==> config.mk <==
export PLATFORM = sky130hd
export DESIGN_NAME = latch_seq_ctrl
export DESIGN_NICKNAME = d
export VERILOG_FILES = /design/src/rtl/latch_seq_pkg.sv /design/src/rtl/latch_settle_timer.sv /design/src/rtl/latch_seq_ctrl.sv
export SDC_FILE = /design/constraint.sdc
export NUM_CORES = 1
export LEC_CHECK = 0
export ABC_CLOCK_PERIOD_IN_PS = 5000
export BUFFER_PORTS_ARGS = -buffer_cell sky130_fd_sc_hd__clkbuf_2
export CORE_ASPECT_RATIO = 0.7
export CORE_MARGIN = 2
export CORE_UTILIZATION = 59
export DETAILED_ROUTE_END_ITERATION = 6
export PLACE_DENSITY = 0.95
export SYNTH_ARGS = -nofsm -noshare
export SYNTH_HDL_FRONTEND = slang
export SYNTH_SLANG_ARGS = --single-unit
==> constraint.sdc <==
create_clock -name clk -period 5 [get_ports clk]
set_clock_uncertainty 0.15 [all_clocks]
set_input_delay 0.5 -clock clk [delete_from_list [all_inputs] [get_ports clk]]
set_output_delay 0.5 -clock clk [all_outputs]
set_load 0.005 [all_outputs]
==> src/rtl/latch_seq_pkg.sv <==
// Shared definitions for the latch sequence controller: FSM states, the
// fixed stimulus table and the bit positions of the latch observations.
package latch_seq_pkg;

    typedef enum logic [1:0] {
        ST_IDLE,
        ST_DRIVE,
        ST_SAMPLE,
        ST_DONE
    } state_e;

    typedef enum logic [1:0] {
        GRP_SR,
        GRP_JK,
        GRP_D
    } grp_e;

    localparam int unsigned NUM_STEPS = 10;
    localparam logic [3:0]  LAST_STEP = 4'(NUM_STEPS - 1);
    localparam logic [3:0]  NO_FAIL   = 4'hF;
    localparam logic [3:0]  ERR_MAX   = 4'hF;

    // obs packing: each latch contributes {qn, q}
    localparam int unsigned OBS_SR_NOR_Q   = 0;
    localparam int unsigned OBS_SR_NOR_QN  = 1;
    localparam int unsigned OBS_SR_NAND_Q  = 2;
    localparam int unsigned OBS_SR_NAND_QN = 3;
    localparam int unsigned OBS_JK_NOR_Q   = 4;
    localparam int unsigned OBS_JK_NOR_QN  = 5;
    localparam int unsigned OBS_JK_NAND_Q  = 6;
    localparam int unsigned OBS_JK_NAND_QN = 7;
    localparam int unsigned OBS_D_NOR_Q    = 8;
    localparam int unsigned OBS_D_NOR_QN   = 9;
    localparam int unsigned OBS_D_NAND_Q   = 10;
    localparam int unsigned OBS_D_NAND_QN  = 11;

    typedef struct packed {
        logic a;
        logic b;
        grp_e grp;
        logic check_en;
    } step_t;

    // Stimulus table; steps 3 and 7 drive the illegal/race input and are unchecked
    function automatic step_t step_entry(input logic [3:0] idx);
        step_t s;
        s = '{a: 1'b0, b: 1'b0, grp: GRP_SR, check_en: 1'b0};
        case (idx)
            4'd0:    s = '{a: 1'b0, b: 1'b0, grp: GRP_SR, check_en: 1'b1};
            4'd1:    s = '{a: 1'b0, b: 1'b1, grp: GRP_SR, check_en: 1'b1};
            4'd2:    s = '{a: 1'b1, b: 1'b0, grp: GRP_SR, check_en: 1'b1};
            4'd3:    s = '{a: 1'b1, b: 1'b1, grp: GRP_SR, check_en: 1'b0};
            4'd4:    s = '{a: 1'b0, b: 1'b0, grp: GRP_JK, check_en: 1'b1};
            4'd5:    s = '{a: 1'b0, b: 1'b1, grp: GRP_JK, check_en: 1'b1};
            4'd6:    s = '{a: 1'b1, b: 1'b0, grp: GRP_JK, check_en: 1'b1};
            4'd7:    s = '{a: 1'b1, b: 1'b1, grp: GRP_JK, check_en: 1'b0};
            4'd8:    s = '{a: 1'b0, b: 1'b0, grp: GRP_D,  check_en: 1'b1};
            4'd9:    s = '{a: 1'b1, b: 1'b0, grp: GRP_D,  check_en: 1'b1};
            default: s = '{a: 1'b0, b: 1'b0, grp: GRP_SR, check_en: 1'b0};
        endcase
        return s;
    endfunction

    // Number of pairs (NOR, NAND) of a group whose q equals qn
    function automatic logic [1:0] pair_fails(input logic [11:0] obs, input grp_e grp);
        logic nor_bad;
        logic nand_bad;
        case (grp)
            GRP_JK: begin
                nor_bad  = (obs[OBS_JK_NOR_Q]  == obs[OBS_JK_NOR_QN]);
                nand_bad = (obs[OBS_JK_NAND_Q] == obs[OBS_JK_NAND_QN]);
            end
            GRP_D: begin
                nor_bad  = (obs[OBS_D_NOR_Q]  == obs[OBS_D_NOR_QN]);
                nand_bad = (obs[OBS_D_NAND_Q] == obs[OBS_D_NAND_QN]);
            end
            default: begin
                nor_bad  = (obs[OBS_SR_NOR_Q]  == obs[OBS_SR_NOR_QN]);
                nand_bad = (obs[OBS_SR_NAND_Q] == obs[OBS_SR_NAND_QN]);
            end
        endcase
        return {1'b0, nor_bad} + {1'b0, nand_bad};
    endfunction

endpackage

==> src/rtl/latch_settle_timer.sv <==
// Settle-time down-counter: loaded on entry to a drive phase, counts down
// while enabled, and flags expiry when it reaches zero.
module latch_settle_timer
    import latch_seq_pkg::*;
#(
    parameter int unsigned WIDTH = 4
) (
    input  logic             clk,
    input  logic             rst,
    input  logic             load,
    input  logic [WIDTH-1:0] load_val,
    input  logic             en,
    output logic             expired
);

    logic [WIDTH-1:0] count;

    // Load has priority over counting; the counter parks at zero
    always_ff @(posedge clk or posedge rst) begin
        if (rst) begin
            count <= '0;
        end else if (load) begin
            count <= load_val;
        end else if (en && (count != '0)) begin
            count <= count - 1'b1;
        end
    end

    assign expired = (count == '0);

endmodule

==> src/rtl/latch_seq_ctrl.sv <==
// Latch test sequencer: steps through the fixed stimulus table, lets each
// stimulus settle, checks the latch outputs and accumulates the result.
module latch_seq_ctrl
    import latch_seq_pkg::*;
#(
    parameter int unsigned SETTLE_CYCLES = 4
) (
    input  logic        clk,
    input  logic        rst,
    input  logic        start,
    input  logic        abort,
    input  logic [11:0] obs,
    output logic        a,
    output logic        b,
    output logic        busy,
    output logic        done,
    output logic        pass,
    output logic [3:0]  err_count,
    output logic [3:0]  first_fail
);

    // Timer holds SETTLE_CYCLES-1 so DRIVE lasts exactly SETTLE_CYCLES cycles
    localparam logic [3:0] SETTLE_LOAD = 4'(SETTLE_CYCLES - 1);

    state_e      state;
    logic [3:0]  step;
    step_t       cur_entry;
    step_t       next_entry;
    logic [1:0]  step_fails;
    logic [4:0]  err_sum;
    logic [3:0]  err_next;
    logic        timer_load;
    logic        timer_expired;

    latch_settle_timer #(
        .WIDTH (4)
    ) u_settle_timer (
        .clk      (clk),
        .rst      (rst),
        .load     (timer_load),
        .load_val (SETTLE_LOAD),
        .en       (state == ST_DRIVE),
        .expired  (timer_expired)
    );

    // Table lookup, masked pair check and saturating error sum for this step
    always_comb begin
        cur_entry  = step_entry(step);
        next_entry = step_entry(step + 4'd1);
        step_fails = cur_entry.check_en ? pair_fails(obs, cur_entry.grp) : 2'd0;
        err_sum    = {1'b0, err_count} + {3'b000, step_fails};
        err_next   = (err_sum > {1'b0, ERR_MAX}) ? ERR_MAX : err_sum[3:0];
        timer_load = 1'b0;
        if (!abort) begin
            if ((state == ST_IDLE) && start) begin
                timer_load = 1'b1;
            end else if ((state == ST_SAMPLE) && (step != LAST_STEP)) begin
                timer_load = 1'b1;
            end
        end
    end

    // Sequencer FSM with registered stimulus, status and result outputs
    always_ff @(posedge clk or posedge rst) begin
        if (rst) begin
            state      <= ST_IDLE;
            step       <= '0;
            a          <= 1'b0;
            b          <= 1'b0;
            busy       <= 1'b0;
            done       <= 1'b0;
            pass       <= 1'b0;
            err_count  <= '0;
            first_fail <= NO_FAIL;
        end else begin
            done <= 1'b0;
            case (state)
                ST_IDLE: begin
                    if (start && !abort) begin
                        state      <= ST_DRIVE;
                        step       <= '0;
                        a          <= step_entry(4'd0).a;
                        b          <= step_entry(4'd0).b;
                        busy       <= 1'b1;
                        pass       <= 1'b0;
                        err_count  <= '0;
                        first_fail <= NO_FAIL;
                    end
                end
                ST_DRIVE: begin
                    if (abort) begin
                        state <= ST_IDLE;
                        a     <= 1'b0;
                        b     <= 1'b0;
                        busy  <= 1'b0;
                    end else if (timer_expired) begin
                        state <= ST_SAMPLE;
                    end
                end
                ST_SAMPLE: begin
                    if (abort) begin
                        state <= ST_IDLE;
                        a     <= 1'b0;
                        b     <= 1'b0;
                        busy  <= 1'b0;
                    end else begin
                        err_count <= err_next;
                        if ((step_fails != 2'd0) && (first_fail == NO_FAIL)) begin
                            first_fail <= step;
                        end
                        if (step == LAST_STEP) begin
                            state <= ST_DONE;
                            a     <= 1'b0;
                            b     <= 1'b0;
                            busy  <= 1'b0;
                        end else begin
                            state <= ST_DRIVE;
                            step  <= step + 4'd1;
                            a     <= next_entry.a;
                            b     <= next_entry.b;
                        end
                    end
                end
                ST_DONE: begin
                    state <= ST_IDLE;
                    done  <= 1'b1;
                    pass  <= (err_count == '0);
                end
                default: begin
                    state <= ST_IDLE;
                    a     <= 1'b0;
                    b     <= 1'b0;
                    busy  <= 1'b0;
                end
            endcase
        end
    end

endmodule

* After elaboration in Yosys (flattened, before gate mapping) *
Memories as Yosys holds them, arrays and structs flattened.
Cells that the tools add are included.

cells by class
  $add $sub $neg = 4
  magnitude comparators = 1
  eq/ne operators = 21
  mux-type cells = 39
  reductions and logical operators = 22

operators by type and width
  operator               count
  $mux W4                10
  $pmux W4 S2            3
  $mux W1                13
  $mux W2                6
  $reduce_and A4 Y1      3
  $pmux W1 S3            3
  $eq A4 B4 Y1 const B   2
  $logic_not A4 Y1       2
  $pmux W2 S4            1
  $reduce_bool A2 Y1     4
  $eq A1 B1 Y1           6
  $eq A2 B2 Y1 const B   3
  $ne A2 B2 Y1 const B   3
  $pmux W1 S2            3
  $reduce_and A3 Y1      2
  $add A4 B2 Y5          1
  $gt A5 B4 Y1 const B   1
  $logic_and A1 B1 Y1    5
  $add A4 B1 Y4 const B  1
  $eq A2 B1 Y1 const B   2
  $ne A2 B1 Y1 const B   2
  $ne A4 B4 Y1 const B   1
  $reduce_and A2 Y1      2
  $reduce_bool A4 Y1     1
  7 further kinds        7

word-level totals
  flip-flop bits (word level) = 23
  bits in read-only memories = 160
  input bits = 16
  output and inout bits = 13
  word-level logic and storage cells = 99
  memories kept = 2

memory list
  memory            depth  width  rd ports  clocked after memory_dff  write ports  RTL line             text
  (name not given)  16     5      1         0                         0            latch_seq_pkg.sv:48  case (idx)
  (name not given)  16     5      1         0                         0            latch_seq_pkg.sv:48

* Longest topological paths before layout *
Gate-level depths: netlist of run 1.
An unclocked memory read counts as a cell.

  depth after elaboration = 10
  gate-level depth with buffers = 11
  gate-level depth less buffers = 11

* Modules after synthesis *
A second synthesis of run 1 with hierarchy kept.

unflattened totals
  cells, all modules = 168
  area, all modules = 1581.5 µm²

modules (own cells, without submodules)
  module              times used  cells an instance  area each (µm²)  seq. area each (µm²)
  latch_seq_ctrl      1           140                1320.0           480.5
  latch_settle_timer  1           28                 261.5            100.1

* Least setup slack after synthesis of run 1 *
OpenSTA, ideal clock, no wires.

  path kind = input to register
  from = input port obs[8]
  to = register err_count[3]
  setup time = 0.119 ns
  arrival = 2.674 ns
  data required time = 4.731 ns
  setup slack = 2.057 ns
  cell stages on the path = 11
  path buffers = 0
  cell sequence = xor2_1 nor2_1 a211oi_1 a21oi_1 ha_1 and2_1 ha_1 fa_1 or4b_1 a21oi_1 nor2_1

between the ends
  word-level cells in the longest chain between the ends = 9

ends and longest elaborated chain
  element               RTL line               text
  from (decl)           latch_seq_ctrl.sv:12   input logic [11:0] obs,
  $eq A1 B1 Y1 (*)      latch_seq_pkg.sv:74    nor_bad = (obs[OBS_D_NOR_Q] == obs[OBS_D_NOR_QN]);
  $pmux W1 S2 (*)       latch_seq_pkg.sv:68    case (grp)
  $add A1 B1 Y2 (*)     latch_seq_pkg.sv:82    return {1'b0, nor_bad} + {1'b0, nand_bad};
  $mux W2 (*)           latch_seq_ctrl.sv:50   step_fails = cur_entry.check_en ? pair_fails(obs, cur_entry.grp) : 2'd0;
  $add A4 B2 Y5 (*)     latch_seq_ctrl.sv:51   err_sum = {1'b0, err_count} + {3'b000, step_fails};
  $gt A5 B4 Y1          latch_seq_ctrl.sv:52   err_next = (err_sum > {1'b0, ERR_MAX}) ? ERR_MAX : err_sum[3:0];
  $mux W4 (*)           latch_seq_ctrl.sv:52
  $mux W4 (*)           latch_seq_ctrl.sv:101  if (abort) begin
  $pmux W4 S2 (*)       latch_seq_ctrl.sv:77   case (state)
  to (signal assigned)  latch_seq_ctrl.sv:107  err_count <= err_next;
  to (decl)             latch_seq_ctrl.sv:18   output logic [3:0] err_count,

Every way passes the cells marked *; elsewhere a longest branch is shown, timed or not. The select of a mux whose other input is x is not followed.
A chain may end at the register's enable or synchronous reset.

* Worst setup path after layout of run 1 *
  from = register step[3]
  to = register err_count[3]

between the ends
  word-level cells in the longest chain between the ends = 10
  elaborated cells on any way between the ends = 12
  classes of those cells = add/sub: 2; order compare: 1; eq/ne: 2; mux: 6; memory: 1

ends and longest elaborated chain
  element                                              RTL line               text
  from (decl)                                          latch_seq_ctrl.sv:26   logic [3:0] step;
  from (signal assigned)                               latch_seq_ctrl.sv:118  step <= step + 4'd1;
  $mem_v2 Z16 W5 (*)                                   n/a
  $eq A2 B2 Y1 / $eq A2 B1 Y1 (equally long branches)  latch_seq_pkg.sv:68
  $pmux W1 S2                                          latch_seq_pkg.sv:68
  $add A1 B1 Y2                                        latch_seq_pkg.sv:82
  $mux W2 (*)                                          latch_seq_ctrl.sv:50
  $add A4 B2 Y5 (*)                                    latch_seq_ctrl.sv:51
  $gt A5 B4 Y1                                         latch_seq_ctrl.sv:52
  $mux W4 (*)                                          latch_seq_ctrl.sv:52
  $mux W4 (*)                                          latch_seq_ctrl.sv:101
  $pmux W4 S2 (*)                                      latch_seq_ctrl.sv:77

Marks and branches as above.

==> run_results.csv, run 1 <==
group,metric,value,unit
synth,synth.distinct_cells,47,
global_route,grt_pass1_wl,5220,um
clocking,cts_made_buffers,3,
place,dpl.cell_count,219,
drt,drc,0,
outcome,status,"complete, no violations",
clocking,clock_sinks,23,
synth,synthAdderAreaFrac,10.0,%
drt,ant_nets,0,
floorplanning,rows,15,
sta,period_minus_slack,3.22,ns
global_route,grt-ovfl-total,0,
power_and_ir_drop,p_per_area,461,mW/mm^2
power_and_ir_drop,total_power,0.813,mW
drt,dr_total_vias,1290,
clocking,cts_tree,"yes",
clocking,ctsHoldBuffers,0,
global_route,track_usage,22.9,%
synth,yosys.area_share.simple,17.9,%
finish,diodes,0,
sta,final.period_utilization,64.4,%
power_and_ir_drop,ir_drop,0.341,mV
finish,fin_nets,218,
synth,yosysSeqAreaShare,37.0,%
global_route,antenna_found_initial,0,
sta,fin_tns_setup,0,ns
synth,ys_top_cells_by_count,"dfrtp_1, nor2_1, a21oi_1, inv_1, nand2_1",
place,numPortBuffers,28,
clocking,path_clk_slew,0.08,ns
power_and_ir_drop,p_leak,0.850,nW
clocking,cts_setup_buffers,0,
synth,synth.most_common_cell,"dfrtp_1",
place,post-place-ws,1.80,ns
sta,rsz0062_at_grt,"no",
sta,setup_viol,0,
synth,synthXorXnorAreaFrac,5.02,%
clocking,htree_num_levels,1,
drt,dr.pass1.iters,4,
synth,syn_inst,162,
finish,multi_input_area,903,um^2
critical_path,crit_path_max_fanout,14,
synth,yosys.area.top_type,"dfrtp_1",
synth,netlist.area_leader.share,30.3,%
drt,drt-initial-drc-count,94,
sta,fin_hold_ws,0.233,ns
drt,routed_wl,3260,um
floorplanning,die_h,47.1,um
drt,vias_per_cell,5.78,
critical_path,critPathKind,"reg2reg",
critical_path,cp_data_arrival_time,3.23,ns
synth,synth_area_leaders,"dfrtp_1, ha_1, dfstp_2",
place,gp_congestion,0.934,
sta,tightest_slew,0.850,ns
sta,setup_slack,1.78,ns
hold_path,min_path_type,"in2async",
floorplanning,io_pins,29,
sta,drv_slew,0,
clocking,cts_resized,0,
critical_path,endpoint_kind,"flip-flop",
synth,ys_warn_count,0,
synth,async_flop_share,100,%
floorplanning,fp.dieW,65.6,um
floorplanning,die_area,0.00309,mm^2
drt,wl_met3,221,um
drt,top_layer,"met4",
finish,fin_util,70.7,%
critical_path,start_kind,"flip-flop",
drt,met1_length,1500,um
clocking,insertion_delay,0.26,ns
synth,synth_area_per_cell,9.69,um^2
clocking,cts_root_buffer,"clkbuf_8",
finish,register_area,581,um^2
sta,max_slew_margin,43.3,%
critical_path,crit_required,5.00,ns
synth,synth_edf_count,0,
finish,drive_gt1_share,24.9,%
global_route,grt_max_degree,24,
job,maxCapViolations,0,
place,place_area,0.00172,mm^2
clocking,clockBufferDepth,2,
floorplanning,start_util,62.9,%
synth,ys.flop_type,"dfrtp_1",
finish,final_cells,223,
synth,synth_compound_area_share,19.1,%
global_route,grt_pass1_vias,1136,
synth,ys_seq_elements,23,
finish,area_delta_synth_final,12.4,%
finish,finalInstanceArea,0.00176,mm^2
drt,post_drt_wl_per_cell,14.6,um
synth,synth_top_family_by_area,"compound AO/OA/AOI/OAI gates",
place,dp_hpwl,2500,um
synth,synth.net_count,190,
synth,syn_area,0.00157,mm^2
synth,yosys-mux-area-fraction,5.42,%
finish,fillCellCount,184,
drt,dr_wl_met2,1520,um
sta,max_freq,310,MHz
sta,finalHoldViolations,0,
floorplanning,core_area,0.00250,mm^2
-- where the power goes --
part | internal [mW] | switching [mW]
clock | 0.0568 | 0.0556
combinational | 0.182 | 0.213
sequential | 0.252 | 0.0544
-- path summary, 6_finish.rpt --
path / startpoint / end / slack, ns / cells past startpoint
min in group clk: pass$_DFFE_PP0P_ / pass$_DFFE_PP0P_ / 0.37 / 2
max in group asynchronous: rst / step[0]$_DFFE_PP0P_ / 3.94 / 2
max reg2reg: step[3]$_DFFE_PP0P_ / err_count[3]$_DFFE_PP0P_ / 1.78 / 11
min reg2reg: pass$_DFFE_PP0P_ / pass$_DFFE_PP0P_ / 0.37 / 2
max: step[3]$_DFFE_PP0P_ / err_count[3]$_DFFE_PP0P_ / 1.78 / 11
min: rst / err_count[3]$_DFFE_PP0P_ / 0.23 / 2
-- logic make-up (layout without fill, tap and decap cells) --
kind of cell    Yosys count  in the layout
xor+xnor                  9              9
simple gates             50             50
fa+ha+maj                12             12
buf+inv                  19             46
flops                    23             23
compound gates           42             42
mux                       7              7
-- cell type report --
class / instances / share of cell area [%]
inverters: 14 / 2.98
clock buffers: 4 / 2.55
multi-input cells: 120 / 51.2
well taps: 34 / 2.41
repair buffers: 28 / 7.94
flip-flops and latches: 23 / 32.9
-- critical path: stages, from the launching register on --
cell and delay, ns:
dfrtp_1 0.52, nand2b_1 0.22, nor2_1 0.07, a211oi_1 0.22
a21oi_1 0.07, ha_1 0.32, and2_1 0.14, ha_1 0.20
fa_1 0.45, or4b_1 0.52, a21oi_1 0.17, nor2_1 0.06
-- layer usage --
metal | vias up | track usage (%)
li1 | 631 | -
met1 | 610 | 31.4
met2 | 45 | 38.0
met3 | 4 | 5.76
met4 | 0 | 4.58
met5 | - | 0
-- state kept, by name (all words and copies together), names as in the netlist --
register and cells:
err_count 4, busy 1, step 4, u_settle_timer.count 4
state 2, a 1, pass 1, first_fail 4
done 1, b 1
-- cell usage in the layout, fill, tap and decap left out, types with 2 or more instances in the layout --
| cell | instances |
|---|---|
| a211oi_1 | 2 |
| a21o_1 | 5 |
| a21oi_1 | 14 |
| a22o_1 | 4 |
| a31o_2 | 2 |
| and2_1 | 2 |
| clkbuf_2 | 28 |
| clkbuf_8 | 3 |
| dfrtp_1 | 19 |
| dfstp_2 | 4 |
| ha_1 | 11 |
| inv_1 | 14 |
| mux2_2 | 2 |
| mux2i_1 | 4 |
| nand2_1 | 12 |
| nand2b_1 | 2 |
| nand3_1 | 4 |
| nor2_1 | 15 |
| nor3_1 | 2 |
| o211ai_1 | 2 |
| o21ai_0 | 4 |
| o21ai_1 | 2 |
| or4b_1 | 2 |
| xnor2_1 | 4 |
| xor2_1 | 5 |
(Power assumes the default switching activity.)
==> run 2, diff against run 1 <==
ABC_CLOCK_PERIOD_IN_PS = 2700   (was 5000)
CORE_UTILIZATION = 50   (was 59)
PLACE_DENSITY = 0.87   (was 0.95)
clock period = 2.7 ns   (was 5 ns; I/O delays follow)
==> run_results.csv, run 2 (synthesis results as in run 1) <==
group,metric,value,unit
clocking,insertion_delay,0.26,ns
floorplanning,core_area,0.00288,mm^2
clocking,path_clk_slew,0.08,ns
critical_path,endpoint_kind,"flip-flop",
drt,ant_nets,0,
drt,dr.pass1.iters,4,
place,place_area,0.00179,mm^2
critical_path,crit_path_max_fanout,3,
global_route,track_usage,21.7,%
finish,multi_input_area,962,um^2
finish,final_common_cell,"clkbuf_2",
place,gp_congestion,0.755,
finish,fin_nets,229,
sta,finalHoldViolations,1,
sta,drv_slew,0,
finish,fin_util,66.4,%
critical_path,regToRegStartpoint,"step[3]$_DFFE_PP0P_",
floorplanning,die_h,50.9,um
clocking,cts_made_buffers,3,
clocking,cts_root_buffer,"clkbuf_8",
sta,setup_viol,3,
global_route,grt_pass1_vias,1301,
sta,fin_hold_ws,-0.000235,ns
clocking,htree_num_levels,1,
place,numPortBuffers,28,
global_route,grt-ovfl-total,0,
clocking,cts_tree,"yes",
place,dp_hpwl,2590,um
finish,diodes,0,
drt,vias_per_cell,5.67,
finish,fillCellCount,238,
power_and_ir_drop,ir_drop,0.423,mV
power_and_ir_drop,p_per_area,810,mW/mm^2
finish,drive_gt1_share,36.5,%
power_and_ir_drop,p_leak,0.913,nW
critical_path,start_kind,"flip-flop",
finish,final_cells,236,
clocking,clock_sinks,23,
critical_path,cp_data_arrival_time,2.86,ns
critical_path,critPathLaunch,"step[3]$_DFFE_PP0P_",
critical_path,critPathKind,"reg2reg",
place,dpl.cell_count,228,
sta,final.period_utilization,105,%
sta,tightest_slew,0.862,ns
sta,setup_slack,-0.148,ns
global_route,grt_pass1_wl,6120,um
sta,period_minus_slack,2.85,ns
finish,finalInstanceArea,0.00191,mm^2
global_route,antenna_found_initial,0,
sta,max_slew_margin,42.5,%
sta,fin_tns_setup,-0.400,ns
job,maxCapViolations,0,
outcome,status,"finished, violations left",
floorplanning,rows,16,
drt,drt-initial-drc-count,89,
critical_path,crit_required,2.71,ns
floorplanning,die_area,0.00361,mm^2
floorplanning,fp.dieW,71.0,um
floorplanning,start_util,54.4,%
clocking,clockBufferDepth,2,
floorplanning,io_pins,29,
sta,max_freq,351,MHz
drt,post_drt_wl_per_cell,14.5,um
hold_path,min_path_type,"in2async",
global_route,grt_max_degree,24,
drt,dr_total_vias,1339,
finish,register_area,582,um^2
outcome,failed_checks,"negative hold slack, negative setup slack",
drt,routed_wl,3410,um
finish,final_cell_mix,"clkbuf_2, dfrtp_1, inv_1, nor2_1, nand2_1",
drt,drc,0,
finish,area_delta_synth_final,22.0,%
sta,rsz0062_at_grt,"yes",
==> run 2: cell types whose count changed in the layout (fill, tap and decap cells not counted), moves of 2 or more <==
cell,before,now
a21oi_1,14,10
nor2_1,15,13
buf_4,0,10
a211oi_1,2,0
a211oi_2,0,2
nor2_2,1,3
a21oi_2,0,4
==> run 2: worst max-delay path, stage by stage (launching register included) <==
cell,delay [ns]
dfrtp_2,0.45
buf_4,0.15
a21oi_1,0.20
a21oi_2,0.10
ha_1,0.32
and2_4,0.15
ha_4,0.16
fa_2,0.35
or4b_4,0.54
a21oi_2,0.12
nor2_1,0.05
==> run 2: worst paths after layout <==
kind / cells past startpoint / slack, ns / to
setup / recovery: 10 / -0.15 / err_count[3]$_DFFE_PP0P_
hold reg to reg: 1 / 0.37 / first_fail[1]$_DFFE_PP1P_
hold / removal: 2 / -0.0002 / err_count[2]$_DFFE_PP0P_
setup reg to reg: 10 / -0.15 / err_count[3]$_DFFE_PP0P_
min in group clk: 4 / 0.35 / a$_DFFE_PP0P_
max in group asynchronous: 2 / 1.81 / step[3]$_DFFE_PP0P_
==> run 2: final cells by class <==
cell class	instances	area share, %
repair buffers	39	11.8
clock buffers	3	2.16
well taps	36	2.35
inverters	14	2.75
multi-input cells	120	50.3
clock inverters	1	0.261
flip-flops and latches	23	30.4
==> run 2: through the flow <==
step	power (mW)	worst slack (ns)
finish	1.55	-0.148
floorplan	1.12	-0.0328
global placement	1.29	-0.0468
CTS	1.55	-0.120
detailed placement	1.31	-0.211
global route	1.70	-0.231
==> run 2: where the power goes <==
| part | switching, mW | leakage, nW | internal, mW |
|---|---|---|---|
| sequential | 0.103 | 0.293 | 0.466 |
| combinational | 0.394 | 0.595 | 0.371 |
| clock | 0.113 | 0.0255 | 0.103 |
| total | 0.610 | 0.913 | 0.940 |
==> run 2: per-layer routing <==
layer / track usage (%) / routed length, um / vias up
met2: 31.9 / 1470 / 36
met5: 0 / 0 / -
met1: 32.4 / 1690 / 648
li1: - / - / 647
met4: 5.35 / 58 / 0
met3: 4.93 / 190 / 8
==> run 2: timing repair <==
| action | in CTS | in global routing |
|---|---|---|
| setup buffers | 2 | 2 |
| endpoints found under the setup margin | 3 | 3 |
| hold buffers | 0 | 0 |
| pin swaps | 7 | 6 |
| resized for setup | 5 | 7 |
| endpoints found under the hold margin | 0 | 0 |
